$ cat config.mk
export PLATFORM = sky130hd
export DESIGN_NAME = multicycle_controlunit_flat
export DESIGN_NICKNAME = d
export VERILOG_FILES = /design/src/rtl/multicycle_controlunit_if.sv /design/src/rtl/multicycle_controlunit.sv /design/src/flat_wrapper.sv
export SDC_FILE = /design/constraint.sdc
export NUM_CORES = 1
export LEC_CHECK = 0
export CORE_MARGIN = 2
export CORE_UTILIZATION = 40
export DETAILED_ROUTE_END_ITERATION = 12
export PLACE_DENSITY = 0.74
export SYNTH_ARGS = -nofsm -noshare
export SYNTH_HDL_FRONTEND = slang
export SYNTH_SLANG_ARGS = --single-unit
$ cat constraint.sdc
create_clock -name clk -period 1.56 [get_ports clk]
set_clock_uncertainty 0.05 [all_clocks]
set_input_delay 0.312 -clock clk [delete_from_list [all_inputs] [get_ports clk]]
set_output_delay 0.312 -clock clk [all_outputs]
set_load 0.01 [all_outputs]
$ cat src/rtl/multicycle_controlunit_if.sv
// Control bundle between the multi-cycle MIPS32 control unit and its datapath.
//   OpCode, mem_ready         : datapath -> controller (IR[31:26], memory handshake)
//   PCWrite ... illegal_op    : controller -> datapath (datapath control strobes/selects)
//   state                     : controller current state, for debug
// Modports: master = control unit side, slave = datapath side.
interface multicycle_controlunit_if #(
    parameter int OP_WIDTH = 6
);
    logic [OP_WIDTH-1:0] OpCode;
    logic                mem_ready;
    logic                PCWrite;
    logic                PCWriteCond;
    logic                IorD;
    logic                MemRead;
    logic                MemWrite;
    logic                IRWrite;
    logic [1:0]          MemtoReg;
    logic [1:0]          RegDst;
    logic [1:0]          AluOp;
    logic                AluSrcA;
    logic [1:0]          AluSrcB;
    logic [1:0]          PCSource;
    logic                RegWrite;
    logic                instr_done;
    logic                illegal_op;
    logic [3:0]          state;

    modport master (
        input  OpCode, mem_ready,
        output PCWrite, PCWriteCond, IorD, MemRead, MemWrite, IRWrite,
               MemtoReg, RegDst, AluOp, AluSrcA, AluSrcB, PCSource,
               RegWrite, instr_done, illegal_op, state
    );

    modport slave (
        output OpCode, mem_ready,
        input  PCWrite, PCWriteCond, IorD, MemRead, MemWrite, IRWrite,
               MemtoReg, RegDst, AluOp, AluSrcA, AluSrcB, PCSource,
               RegWrite, instr_done, illegal_op, state
    );
endinterface

$ cat src/rtl/multicycle_controlunit.sv
// Moore FSM control unit for the multi-cycle MIPS32 datapath (R-type, lw, sw,
// beq, j, jal, addi, ori). Each instruction takes 3-5 cycles plus one cycle per
// memory wait state.
// Ports:
//   clk   : rising-edge clock
//   reset : synchronous, active-high; forces FETCH and all-zero outputs
//   bus   : multicycle_controlunit_if.master (opcode/handshake in, controls out)
//
// state  | meaning
// -------+--------------------------------------------------------------
// FETCH  | read instruction at PC, PC <= PC+4 and IR load once mem_ready
// DECODE | latch opcode, precompute branch target, dispatch / trap illegal
// MEMADR | ALUOut <= A + signext(imm)
// MEMRD  | read data memory at ALUOut, wait for mem_ready
// MEMWB  | write MDR to rt
// MEMWR  | write data memory at ALUOut, wait for mem_ready
// EXEC   | R-type ALU operation (funct)
// ALUWB  | write ALUOut to rd
// BRANCH | compare A-B, load branch target if zero
// JUMP   | load jump target
// IEXEC  | immediate ALU operation (add or or)
// IWB    | write ALUOut to rt
// JAL    | load jump target and write old PC (PC+4) to $31
module multicycle_controlunit #(
    parameter int                  OP_WIDTH = 6,
    parameter logic [OP_WIDTH-1:0] OP_RTYPE = OP_WIDTH'(0),
    parameter logic [OP_WIDTH-1:0] OP_LW    = OP_WIDTH'(35),
    parameter logic [OP_WIDTH-1:0] OP_SW    = OP_WIDTH'(43),
    parameter logic [OP_WIDTH-1:0] OP_BEQ   = OP_WIDTH'(4),
    parameter logic [OP_WIDTH-1:0] OP_J     = OP_WIDTH'(2),
    parameter logic [OP_WIDTH-1:0] OP_JAL   = OP_WIDTH'(3),
    parameter logic [OP_WIDTH-1:0] OP_ADDI  = OP_WIDTH'(8),
    parameter logic [OP_WIDTH-1:0] OP_ORI   = OP_WIDTH'(13)
) (
    input logic                      clk,
    input logic                      reset,
    multicycle_controlunit_if.master bus
);

    typedef enum logic [3:0] {
        S_FETCH  = 4'd0,
        S_DECODE = 4'd1,
        S_MEMADR = 4'd2,
        S_MEMRD  = 4'd3,
        S_MEMWB  = 4'd4,
        S_MEMWR  = 4'd5,
        S_EXEC   = 4'd6,
        S_ALUWB  = 4'd7,
        S_BRANCH = 4'd8,
        S_JUMP   = 4'd9,
        S_IEXEC  = 4'd10,
        S_IWB    = 4'd11,
        S_JAL    = 4'd12
    } state_t;

    state_t              state_q, state_d;
    logic [OP_WIDTH-1:0] op_q;

    always_ff @(posedge clk) begin
        if (reset) begin
            state_q <= S_FETCH;
            op_q    <= '0;
        end else begin
            state_q <= state_d;
            // op_q is only consulted after DECODE, so later OpCode changes are ignored
            if (state_q == S_DECODE) op_q <= bus.OpCode;
        end
    end

    assign bus.state = reset ? 4'd0 : state_q;

    always_comb begin
        state_d         = S_FETCH;
        bus.PCWrite     = 1'b0;
        bus.PCWriteCond = 1'b0;
        bus.IorD        = 1'b0;
        bus.MemRead     = 1'b0;
        bus.MemWrite    = 1'b0;
        bus.IRWrite     = 1'b0;
        bus.MemtoReg    = 2'b00;
        bus.RegDst      = 2'b00;
        bus.AluOp       = 2'b00;
        bus.AluSrcA     = 1'b0;
        bus.AluSrcB     = 2'b00;
        bus.PCSource    = 2'b00;
        bus.RegWrite    = 1'b0;
        bus.instr_done  = 1'b0;
        bus.illegal_op  = 1'b0;

        if (!reset) begin
            case (state_q)
                S_FETCH: begin
                    bus.MemRead = 1'b1;
                    bus.AluSrcB = 2'b01;
                    bus.IRWrite = bus.mem_ready;
                    bus.PCWrite = bus.mem_ready;
                    state_d     = bus.mem_ready ? S_DECODE : S_FETCH;
                end
                S_DECODE: begin
                    bus.AluSrcB = 2'b11;
                    case (bus.OpCode)
                        OP_LW, OP_SW:   state_d = S_MEMADR;
                        OP_RTYPE:       state_d = S_EXEC;
                        OP_BEQ:         state_d = S_BRANCH;
                        OP_J:           state_d = S_JUMP;
                        OP_JAL:         state_d = S_JAL;
                        OP_ADDI, OP_ORI: state_d = S_IEXEC;
                        default: begin
                            bus.illegal_op = 1'b1;
                            bus.instr_done = 1'b1;
                            state_d        = S_FETCH;
                        end
                    endcase
                end
                S_MEMADR: begin
                    bus.AluSrcA = 1'b1;
                    bus.AluSrcB = 2'b10;
                    state_d     = (op_q == OP_LW) ? S_MEMRD : S_MEMWR;
                end
                S_MEMRD: begin
                    bus.MemRead = 1'b1;
                    bus.IorD    = 1'b1;
                    state_d     = bus.mem_ready ? S_MEMWB : S_MEMRD;
                end
                S_MEMWB: begin
                    bus.MemtoReg   = 2'b01;
                    bus.RegWrite   = 1'b1;
                    bus.instr_done = 1'b1;
                end
                S_MEMWR: begin
                    bus.MemWrite   = 1'b1;
                    bus.IorD       = 1'b1;
                    bus.instr_done = bus.mem_ready;
                    state_d        = bus.mem_ready ? S_FETCH : S_MEMWR;
                end
                S_EXEC: begin
                    bus.AluSrcA = 1'b1;
                    bus.AluOp   = 2'b10;
                    state_d     = S_ALUWB;
                end
                S_ALUWB: begin
                    bus.RegDst     = 2'b01;
                    bus.RegWrite   = 1'b1;
                    bus.instr_done = 1'b1;
                end
                S_BRANCH: begin
                    bus.AluSrcA     = 1'b1;
                    bus.AluOp       = 2'b01;
                    bus.PCWriteCond = 1'b1;
                    bus.PCSource    = 2'b01;
                    bus.instr_done  = 1'b1;
                end
                S_JUMP: begin
                    bus.PCWrite    = 1'b1;
                    bus.PCSource   = 2'b10;
                    bus.instr_done = 1'b1;
                end
                S_JAL: begin
                    // PC already holds PC+4, so the link value is the current PC
                    bus.PCWrite    = 1'b1;
                    bus.PCSource   = 2'b10;
                    bus.RegWrite   = 1'b1;
                    bus.RegDst     = 2'b10;
                    bus.MemtoReg   = 2'b10;
                    bus.instr_done = 1'b1;
                end
                S_IEXEC: begin
                    bus.AluSrcA = 1'b1;
                    bus.AluSrcB = 2'b10;
                    bus.AluOp   = (op_q == OP_ORI) ? 2'b11 : 2'b00;
                    state_d     = S_IWB;
                end
                S_IWB: begin
                    bus.RegWrite   = 1'b1;
                    bus.instr_done = 1'b1;
                end
                default: state_d = S_FETCH;
            endcase
        end
    end

endmodule

$ cat src/flat_wrapper.sv
// flat-port wrapper written by rule: the top's interface ports become plain ports
module multicycle_controlunit_flat 
#(
    parameter int                  OP_WIDTH = 6,
    parameter logic [OP_WIDTH-1:0] OP_RTYPE = OP_WIDTH'(0),
    parameter logic [OP_WIDTH-1:0] OP_LW    = OP_WIDTH'(35),
    parameter logic [OP_WIDTH-1:0] OP_SW    = OP_WIDTH'(43),
    parameter logic [OP_WIDTH-1:0] OP_BEQ   = OP_WIDTH'(4),
    parameter logic [OP_WIDTH-1:0] OP_J     = OP_WIDTH'(2),
    parameter logic [OP_WIDTH-1:0] OP_JAL   = OP_WIDTH'(3),
    parameter logic [OP_WIDTH-1:0] OP_ADDI  = OP_WIDTH'(8),
    parameter logic [OP_WIDTH-1:0] OP_ORI   = OP_WIDTH'(13)
)
  (clk, reset, bus_OpCode, bus_mem_ready, bus_PCWrite, bus_PCWriteCond, bus_IorD, bus_MemRead, bus_MemWrite, bus_IRWrite, bus_MemtoReg, bus_RegDst, bus_AluOp, bus_AluSrcA, bus_AluSrcB, bus_PCSource, bus_RegWrite, bus_instr_done, bus_illegal_op, bus_state);
  multicycle_controlunit_if #(.OP_WIDTH(OP_WIDTH)) bus_i ();
  input logic clk;
  input logic reset;
  input wire logic [$bits(bus_i.OpCode)-1:0] bus_OpCode;
  input wire logic [$bits(bus_i.mem_ready)-1:0] bus_mem_ready;
  output wire logic [$bits(bus_i.PCWrite)-1:0] bus_PCWrite;
  output wire logic [$bits(bus_i.PCWriteCond)-1:0] bus_PCWriteCond;
  output wire logic [$bits(bus_i.IorD)-1:0] bus_IorD;
  output wire logic [$bits(bus_i.MemRead)-1:0] bus_MemRead;
  output wire logic [$bits(bus_i.MemWrite)-1:0] bus_MemWrite;
  output wire logic [$bits(bus_i.IRWrite)-1:0] bus_IRWrite;
  output wire logic [$bits(bus_i.MemtoReg)-1:0] bus_MemtoReg;
  output wire logic [$bits(bus_i.RegDst)-1:0] bus_RegDst;
  output wire logic [$bits(bus_i.AluOp)-1:0] bus_AluOp;
  output wire logic [$bits(bus_i.AluSrcA)-1:0] bus_AluSrcA;
  output wire logic [$bits(bus_i.AluSrcB)-1:0] bus_AluSrcB;
  output wire logic [$bits(bus_i.PCSource)-1:0] bus_PCSource;
  output wire logic [$bits(bus_i.RegWrite)-1:0] bus_RegWrite;
  output wire logic [$bits(bus_i.instr_done)-1:0] bus_instr_done;
  output wire logic [$bits(bus_i.illegal_op)-1:0] bus_illegal_op;
  output wire logic [$bits(bus_i.state)-1:0] bus_state;
  assign bus_i.OpCode = bus_OpCode;
  assign bus_i.mem_ready = bus_mem_ready;
  assign bus_PCWrite = bus_i.PCWrite;
  assign bus_PCWriteCond = bus_i.PCWriteCond;
  assign bus_IorD = bus_i.IorD;
  assign bus_MemRead = bus_i.MemRead;
  assign bus_MemWrite = bus_i.MemWrite;
  assign bus_IRWrite = bus_i.IRWrite;
  assign bus_MemtoReg = bus_i.MemtoReg;
  assign bus_RegDst = bus_i.RegDst;
  assign bus_AluOp = bus_i.AluOp;
  assign bus_AluSrcA = bus_i.AluSrcA;
  assign bus_AluSrcB = bus_i.AluSrcB;
  assign bus_PCSource = bus_i.PCSource;
  assign bus_RegWrite = bus_i.RegWrite;
  assign bus_instr_done = bus_i.instr_done;
  assign bus_illegal_op = bus_i.illegal_op;
  assign bus_state = bus_i.state;
  multicycle_controlunit #(.OP_WIDTH(OP_WIDTH), .OP_RTYPE(OP_RTYPE), .OP_LW(OP_LW), .OP_SW(OP_SW), .OP_BEQ(OP_BEQ), .OP_J(OP_J), .OP_JAL(OP_JAL), .OP_ADDI(OP_ADDI), .OP_ORI(OP_ORI)) u_core (.clk(clk), .reset(reset), .bus(bus_i));
endmodule
# Word level (Yosys, flattened, before mapping)

Cells that the tools add are included.
Widths: inputs -> output; s select.

Register bits: 10
Bits in latches: 0
Bits in writable memories: 0
Memory bits (read-only): 0
Input bits: 9
Output and inout bits: 24
Memories kept: 0

Add/sub/neg operators: 0
$mul: 0
Div/mod/pow operators: 0
$lt $le $gt $ge: 0
Equality and inequality tests: 21
Shifts and indexed selects: 0
Mux-type cells: 39
Bitwise gates (word level): 0
Reductions and logical operators: 12

Operators with widths:

| cell               | count |
|---|---|
| $pmux 4 s7         | 1 |
| $pmux 4 s6         | 1 |
| $eq 4x4->1 const B | 5 |
| $mux 1             | 20 |
| $eq 6x4->1 const B | 3 |
| $eq 6x6->1 const B | 3 |
| $eq 4x3->1 const B | 4 |
| $eq 6x2->1 const B | 2 |
| $mux 2             | 6 |
| $pmux 2 s2         | 3 |
| $pmux 2 s3         | 2 |
| $reduce_or 2->1    | 6 |
| $mux 3             | 3 |
| $eq 4x2->1 const B | 2 |
| $reduce_or 4->1    | 2 |
| $reduce_or 8->1    | 1 |
| $eq 6x3->1 const B | 1 |
| $logic_not 6->1    | 1 |
| $reduce_or 6->1    | 1 |
| $eq 4x1->1 const B | 1 |
| $logic_not 4->1    | 1 |
| $mux 4             | 1 |
| $pmux 1 s3         | 1 |
| $pmux 1 s2         | 1 |

# Depth between registers and ports, before layout

Gate-level depths: netlist (run 1).

Word-level depth: 5
Gate-level depth with buffers: 6
Mapped depth without buffers: 4

# Least setup slack after synthesis (run 1)

Ideal clock, no wire load.

Kind: register to output
Start point: reg u_core.state_q[0]
End point: out bus_PCSource[0]
Arrival time: 1.403 ns
Setup slack: -0.205 ns
Cell stages (with the launch flop): 5
Path buffers: 3
Cells stage by stage: dfxtp_1 > buf_2 > buf_2 > nor4_1 > buf_4

Longest elaborated chain between the ends: 4
Elaborated cells on any way between the ends: 6
Those cells by class: eq/ne: 3; mux: 2; reduce/logical: 1

Ends and longest elaborated chain:

| item                      | RTL line                     | source |
|---|---|---|
| start, declared           | multicycle_controlunit.sv:56 | `state_t state_q, state_d;` |
| start signal, assigned    | multicycle_controlunit.sv:64 | `state_q <= state_d;` |
| $eq 4x4->1                | multicycle_controlunit.sv:91 | `case (state_q)` |
| $reduce_or 2->1 (no line) | n/a                          |  |
| $pmux 2 s2 (*)            | multicycle_controlunit.sv:91 |  |
| $mux 2 (*)                | multicycle_controlunit.sv:90 | `if (!reset) begin` |
| end, declared             | flat_wrapper.sv:31           | `output wire logic [$bits(bus_i.PCSource)-1:0] bus_PCSource;` |

Mark *: on every way between the ends. The rest lies on a longest branch, timed or not.

# Worst setup path in the final report (run 1)

Start point: reg u_core.op_q[4]
End point: out bus_AluOp[1]

Longest elaborated chain between the ends: 4

Ends and longest elaborated chain:

| item                   | RTL line                      | source |
|---|---|---|
| start, declared        | multicycle_controlunit.sv:57  | `logic [OP_WIDTH-1:0] op_q;` |
| start signal, assigned | multicycle_controlunit.sv:66  | `if (state_q == S_DECODE) op_q <= bus.OpCode;` |
| $eq 6x4->1             | multicycle_controlunit.sv:170 | `bus.AluOp = (op_q == OP_ORI) ? 2'b11 : 2'b00;` |
| $mux 2                 | multicycle_controlunit.sv:170 |  |
| $pmux 2 s3             | multicycle_controlunit.sv:91  |  |
| $mux 2                 | multicycle_controlunit.sv:90  |  |
| end, declared          | flat_wrapper.sv:28            | `output wire logic [$bits(bus_i.AluOp)-1:0] bus_AluOp;` |

Every way passes these cells.

==> results.md, run 1 <==
* Async S/R FF share, synth at 0%
* Clk buf depth at 2
* Top sig layer: met4
* Cell with the most instances after synthesis: nand2_1
* Mean Syn Cell Area at 7.32 sq um
* Synth Net Count at 146
* Pins Over Slew Limit at 0
* Final setup viols at 20
* RR Startpoint: u_core.state_q[1]
* Internal power at 0.000565 W
* Slew margin rel. at 72.1%
* Root Driver: clkbuf_4
* CP startpoint kind: register
* Rows at 18
* Vias per std cell at 5.62
* Setup crit end kind: primary output
* Total number of vias at 1394
* Residual DRC count at 0
* Slowest cell on the critical path: or4_4
* Area share of the largest cell type after synthesis at 20.0%
* Mapped Area at 1000 sq um
* Cell taking the most area after synthesis: dfxtp_1
* ANT nets after route at 0
* NetSw at 0.000245 W
* First-pass GRT wire length at 5890 microns
* Final hold viol count at 0
* Detailed placement HPWL at 2490 microns
* Htree depth at 1
* FF-to-FF path depth at 6
* PD cells at 396 nW/um^2
* Port-buffer cells at 32
* Crit path cell chain: nand2b_4 -> or4_4 -> nand3b_4 -> a211oi_4 -> buf_2
* Hold Crit Start: bus_OpCode[3]
* Sequential-to-total area share from yosys stat at 20.0%
* Grt ovf at 0
* CP endpoint: bus_AluOp[1]
* GP Congestion at 0.826
* Min-Delay Path Class: in2reg
* Wl on met1 at 1690 microns
* Clock power share at 29.4%
* Met3 wire len at 241 microns
* Slowest stage delay, CP at 460 ps
* Wire length on met2 at 2210 microns
* DRT iter0 DRCs at 48
* Max Cap Viol at 0
* Total power draw at 0.000810 W
* DR WL/cell at 17.1 microns
* Crit Path Max Fanout at 2
* P&R area growth vs syn at 104%
* R2R Setup Slk at 50 ps
* Max Clock Freq at 479 MHz
* Number of CTS-inserted buffers at 3
* Clock Latency Late Sink at 270 ps
* Die W at 54.1 microns
* Failing checks: negative setup slack
* Fin nets at 228
* Worst Hold Depth at 4
* Initial core utilization at 41.2%
* Distinct cells, synth at 46
* Worst slew pin tran at 415 ps
* Number of synthesized flops with an enable pin at 0
* Largest net degree at the start of global routing at 15
* CTS clock-pin slew for the worst setup and hold paths at 70 ps
* Commonest cells in the netlist: nand2_1 (16), nor2_1 (14), dfxtp_1 (10)
* Tmin final at 2090 ps
* Setup TNS at -4120 ps
* Area contributors post-synth: dfxtp_1 (20%), nand2_1 (6.0%), nor2_1 (5.2%)
* Flip-flop and latch area at 219 sq um
* Top FF cell, synth: dfxtp_1
* Comb pwr share at 37.1%
* Core Footprint at 2430 sq um
* Final WS setup at -527 ps
* Net Sw Frac at 30.3%
* Synth warn at 0
* Die area at 2920 sq um
* WL final at 4230 microns
* CTS tree: done
* Tcrit/Tclk final at 134%
* RSZ-0062 raised after global routing: true
* Antenna violations before repair at 0
* CP required at 1200 ps
* Multi-input gate area at 910 sq um
* Layout cells sized above 1 at 62.8%
* Number of global-route vias before repair at 1339
* Fillers at 147
* Max VDD drop at 0.582 mV
* Reg2reg end: u_core.state_q[2]
* I/O Pins at 33
* TritonRoute pass-1 iters at 4
* Seq cells post-synth at 10
* Cells after Synth at 137
* Crit path kind: reg2out
* Final Util at 84.1%
* CTS Sinks at 10
* Leak pwr at 0.881 nW
* Arr. time, crit path at 1730 ps
* Die height at 54.1 microns
* Sequential power share at 33.5%
* WHS at 401 ps
* Critical Path Source: u_core.op_q[4]
* Gr usage total at 27.4%
* Status: finished with violations
* Ant. Diodes at 0
==> state kept, by name, indices dropped and copies added (netlist names) <==
name,count
u_core.op_q,6
u_core.state_q,4
==> worst min path at each step <==
| stage | to |
|---|---|
| after floorplan | u_core.op_q[4] |
| after global placement | u_core.op_q[4] |
| after detailed placement | u_core.op_q[4] |
| after CTS | u_core.op_q[3] |
| after global routing | u_core.op_q[3] |
| final | u_core.op_q[3] |
==> timing repair <==
item	4_1_cts	5_1_grt
cloned	0	2
buffers inserted	12	4
setup endpoints to repair	26	25
gates resized for setup	173	16
hold buffers	0	0
pin swaps	16	15
==> logic make-up (layout without fill, tap and decap cells) <==
family / after synthesis / in the layout / synth area share, %
AOI/OAI and AO/OA: 30 / 30 / 22.1
xor gates and xnor gates: 5 / 5 / 4.37
buffers and inverters: 19 / 100 / 10.9
DFF: 10 / 10 / 20.0
and+or+nand+nor: 73 / 73 / 42.7
==> power groups by stage <==
stage	clock (W)	combinational, W	sequential [W]
2_1_floorplan	0	0.000119	0.000279
5_1_grt	0.000245	0.000317	0.000272
3_5_place_dp	0	0.000241	0.000282
6_report	0.000238	0.000301	0.000272
3_3_place_gp	0	0.000234	0.000281
4_1_cts	0.000234	0.000273	0.000271
==> per-stage QoR <==
step	setup slack, ps	instance area [sq um]	cells
6_report	-527	2040	248
5_1_grt	-564	2040	248
4_1_cts	-508	1920	244
3_5_place_dp	-956	1690	229
3_3_place_gp	-902	1690	229
2_1_floorplan	-83.0	1070	137
==> final cells by class <==
type                            count  area share [%]
Tap cell                           30            1.84
Inverter                            2           0.734
Sequential cell                    10            10.7
Clock buffer                        4            1.77
Timing Repair Buffer               94            40.5
Multi-Input combinational cell    108            44.5
==> worst max-delay path: cells and delay by family, from the launching register on <==
kind | cells | cell delay, ps
simple gates | 3 | 780
flops | 1 | 320
buf+inv | 1 | 160
compound gates | 1 | 180
==> layout by cell type (no fill, tap or decap), types with 2 or more instances in the layout <==
cell type and n:
or2_4 2, o21bai_1 2, clkbuf_4 3, nor2_4 5, nand4b_1 2, buf_8 2
nand2b_4 6, o21ai_0 3, nor3_2 3, buf_6 20, dfxtp_1 3, xnor2_1 3
nor4_4 4, clkbuf_16 2, a21oi_1 9, dfxtp_4 4, nor3_1 2, buf_4 40
buf_2 22, a2111oi_4 2, and3_1 2, nand3_1 5, nand2_1 16, nor2b_1 3
dfxtp_2 3, buf_12 3, dlygate4sd2_1 2, nor4_1 2, nor2_1 7, nor2_2 2
a31oi_1 5
==> metal layers <==
| metal | up-vias | GRT usage, % |
|---|---|---|
| met2 | 71 | 55.7 |
| li1 | 652 | - |
| met3 | 15 | 2.50 |
| met1 | 656 | 27.7 |
| met5 | - | 0 |
| met4 | 0 | 11.3 |
(Power assumes the default switching activity.)
==> run 2: changes to the inputs <==
Settings changed: CORE_MARGIN 2 to not set, RECOVER_POWER set to 100.
==> run 2 against run 1 <==
Compared with the run above: the run now fails in 5_1_grt; area after synthesis unchanged; synthesized cell count did not move.
==> results.md, run 2 <==
* Htree depth at 1 (unchanged)
* Area share of the largest cell type after synthesis at 20.0% (unchanged)
* Top FF cell, synth: dfxtp_1
* Commonest cells in the netlist: nand2_1 (16), nor2_1 (14), dfxtp_1 (10)
* I/O Pins at 33 (unchanged)
* Stop err: [ERROR GRT-0232] Routing congestion too high. Check the congestion heatmap in the GUI.
* Root Driver: clkbuf_4
* Synth Net Count at 146 (unchanged)
* Cell taking the most area after synthesis: dfxtp_1
* GRT repair_timing worst endpoint: bus_AluOp[1]
* Die height at 52.1 microns (-3.7%)
* Grt ovf at 77
* Detailed placement HPWL at 2540 microns (+2.0%)
* Initial core utilization at 44.0% (+2.8 points)
* Mean Syn Cell Area at 7.32 sq um (unchanged)
* Synth warn at 0 (unchanged)
* Cell with the most instances after synthesis: nand2_1
* Area contributors post-synth: dfxtp_1 (20%), nand2_1 (6.0%), nor2_1 (5.2%)
* Kind of the worst endpoint: top-level output
* CTS Sinks at 10 (unchanged)
* Sequential-to-total area share from yosys stat at 20.0% (unchanged)
* Exit stage: 5_1_grt
* Port-buffer cells at 32 (unchanged)
* Cells after Synth at 137 (unchanged)
* Seq cells post-synth at 10 (unchanged)
* Rows at 17 (-1)
* Number of synthesized flops with an enable pin at 0 (unchanged)
* Die W at 52.1 microns (-3.7%)
* Mapped Area at 1000 sq um (unchanged)
* Number of CTS-inserted buffers at 3 (unchanged)
* Gr usage total at 75.2%
* DP Cell Count at 224 (-2.2%)
* Distinct cells, synth at 46 (unchanged)
* Async S/R FF share, synth at 0% (unchanged)
* Largest net degree at the start of global routing at 11
* GP Congestion at 0.835 (+1.1%)
* Clk buf depth at 2 (unchanged)
* Status: aborted with a tool error
-- run 2: cell counts after synthesis --
No cell type changed its count.
-- run 2: cells by family after synthesis --
kind of cell | after synthesis | share of synthesized area [%]
AOI/OAI and AO/OA | 30 | 22.1
xor gates and xnor gates | 5 | 4.37
buffers and inverters | 19 | 10.9
DFF | 10 | 20.0
and+or+nand+nor | 73 | 42.7
-- run 2: per-stage QoR --
stage / utilization [%] / setup TNS (ps) / hold slack [ps] / worst slack [ps] / instance area, sq um
4_1_cts: 86.5 / -4260 / 396 / -502 / 1970
3_5_place_dp: 73.1 / -18570 / 406 / -994 / 1660
3_3_place_gp: 73.1 / -17240 / 397 / -901 / 1660
2_1_floorplan: - / -292 / 387 / -83.0 / 1070
-- run 2: repair_timing --
item / in CTS
hold buffers: 0
pin swaps: 10
endpoints found under the hold margin: 0
gates resized for setup: 176
setup buffers: 19
endpoints found under the setup margin: 27
-- run 2: per-layer routing --
layer | track usage, % | overflow
met1 | 70.5 | 3
met5 | 9.52 | 0
met2 | 101 | 47
met3 | 48.0 | 0
met4 | 87.8 | 27
==> run 3: changes to the inputs <==
Settings changed: CORE_UTILIZATION 40 to 25, PLACE_DENSITY 0.74 to not set, PLACE_DENSITY_LB_ADDON set to 0.15.
Clock period 1.56 ns to 2.03 ns, I/O delays scaled along.
==> run 3 against run 2 <==
Compared with the run above: the flow now finishes, with violations (negative setup slack).
==> results.md, run 3 (synthesis gave the netlist of run 1 again) <==
* Status: finished with violations
* Failing checks: negative setup slack
* Layout cells sized above 1 at 38.7%
* ANT nets after route at 0
* Reg2reg end: u_core.state_q[2]
* FF-to-FF path depth at 5
* Max Cap Viol at 0
* Hold endpoint: u_core.op_q[4]
* Detailed placement HPWL at 2410 microns (-4.9%)
* Slowest stage delay, CP at 440 ps
* Setup crit end kind: primary output
* GP Congestion at 0.758 (-9.3%)
* Antenna violations before repair at 0
* Gr usage total at 14.3%
* I/O Pins at 33 (unchanged)
* Die height at 65.3 microns (+25%)
* Pins Over Slew Limit at 0
* Max Clock Freq at 483 MHz
* Tmin final at 2070 ps
* First-pass GRT wire length at 4750 microns
* Biggest register: u_core.op_q
* DRT iter0 DRCs at 29
* Clk buf depth at 2 (unchanged)
* Arr. time, crit path at 1610 ps
* Fin nets at 204
* CTS tree: done
* Number of CTS-inserted buffers at 3 (unchanged)
* CTS clock-pin slew for the worst setup and hold paths at 50 ps
* Crit Path Max Fanout at 2
* Final setup viols at 4
* Final WS setup at -41.0 ps
* WHS at 406 ps
* Slowest cell on the critical path: or4_4
* Crit path cell chain: nand2b_4 -> or4_4 -> nand3b_4 -> a211oi_2 -> buf_2
* Die W at 65.3 microns (+25%)
* CP required at 1570 ps
* Grt ovf at 0
* Tcrit/Tclk final at 102%
* CP startpoint kind: register
* Initial core utilization at 26.8% (-17 points)
* DR WL/cell at 12.0 microns
* Root Driver: clkbuf_8
* Htree depth at 1 (unchanged)
* R2R Setup Slk at 250 ps
* Worst Hold Depth at 2
* WL final at 2890 microns
* Residual DRC count at 0
* CTS Sinks at 10 (unchanged)
* Final Util at 42.7%
* Rows at 22 (+5)
* Hold buffers post-CTS at 0 (unchanged)
* Core Footprint at 3740 sq um
* Die area at 4270 sq um
* Commonest cells after routing, fill and taps aside: buf_4 (36), dlygate4sd2_1 (20), nand2_1 (16)
* RSZ-0062 raised after global routing: true
* Final hold viol count at 0
* Slew margin rel. at 48.6%
* Min-Delay Path Class: reg2reg
* RR Startpoint: u_core.state_q[1]
* Worst slew pin tran at 765 ps
* Crit path kind: reg2out
* Clock Latency Late Sink at 230 ps
* Max VDD drop at 0.259 mV
* TritonRoute pass-1 iters at 4
* Post-CTS setup buffers at 0 (-19)
* Ant. Diodes at 0
* Largest net degree at the start of global routing at 13
* Hold Crit Start: u_core.op_q[4]
* Setup TNS at -66.9 ps
* Leak pwr at 0.714 nW
* P&R area growth vs syn at 59.4%
* Vias per std cell at 4.86
* Top Registers: u_core.op_q: 6 flops, u_core.state_q: 4 flops
* Total number of vias at 1176
* Number of global-route vias before repair at 1075
* PD cells at 386 nW/um^2
* Port-buffer cells at 32 (unchanged)
* Max reg flops at 6
* Commonest non-fill, non-tap cell in the layout: buf_4
[run 3: repair_timing]
item | in CTS | in global routing
gates resized for setup | 71 | 13
endpoints found under the setup margin | 24 | 9
pin swaps | 7 | 5
endpoints found under the hold margin | 0 | 0
[run 3: worst max-delay path by stage]
stage | depth (start not counted) | from | to
after global routing | 4 | reset | bus_AluSrcA
final | 5 | u_core.op_q[4] | bus_AluOp[1]
after CTS | 5 | u_core.op_q[4] | bus_AluOp[1]
after floorplan | 5 | bus_OpCode[0] | bus_instr_done
after detailed placement | 6 | bus_OpCode[0] | bus_instr_done
after global placement | 6 | bus_OpCode[0] | bus_instr_done
[run 3: layer usage]
layer / GRT usage (%) / routed length [microns] / up-vias
met5: 0 / 0 / -
met4: 4.89 / 32 / 0
met3: 1.74 / 150 / 4
met2: 27.2 / 1460 / 38
met1: 16.2 / 1250 / 531
li1: - / - / 603
[run 3: area by class of cell]
class                      instances  area, sq um
inverter                           2         7.51
multi-input combinational        108          728
fill                             425         2150
clock buffer                       4         55.1
tap                               48         60.1
sequential                        10          209
timing repair buffer              70          538
[run 3: where the power goes]
part | switching [W] | leakage [nW] | internal [W]
sequential | 0.00000664 | 0.0846 | 0.000206
clock | 0.0000778 | 0.0288 | 0.000170
combinational | 0.0000771 | 0.600 | 0.0000792
total | 0.000162 | 0.714 | 0.000455
[run 3: metrics by stage]
| stage | total power, W | cell area (sq um) | std cells | setup slack [ps] |
|---|---|---|---|---|
| floorplan | 0.000297 | 1000 | 137 | 146 |
| global placement | 0.000379 | 1570 | 238 | -582 |
| detailed placement | 0.000382 | 1570 | 238 | -656 |
| CTS | 0.000627 | 1610 | 242 | -58.7 |
| global route | 0.000653 | 1600 | 242 | -128 |
| finish | 0.000617 | 1600 | 242 | -41.0 |
[run 3: critical path: cells and delay by family, from the launching register on]
family                 cells  cell delay (ps)
flip-flops                 1              300
AO/OA/AOI/OAI              1              180
buffers and inverters      1              160
AND/OR/NAND/NOR            3              750
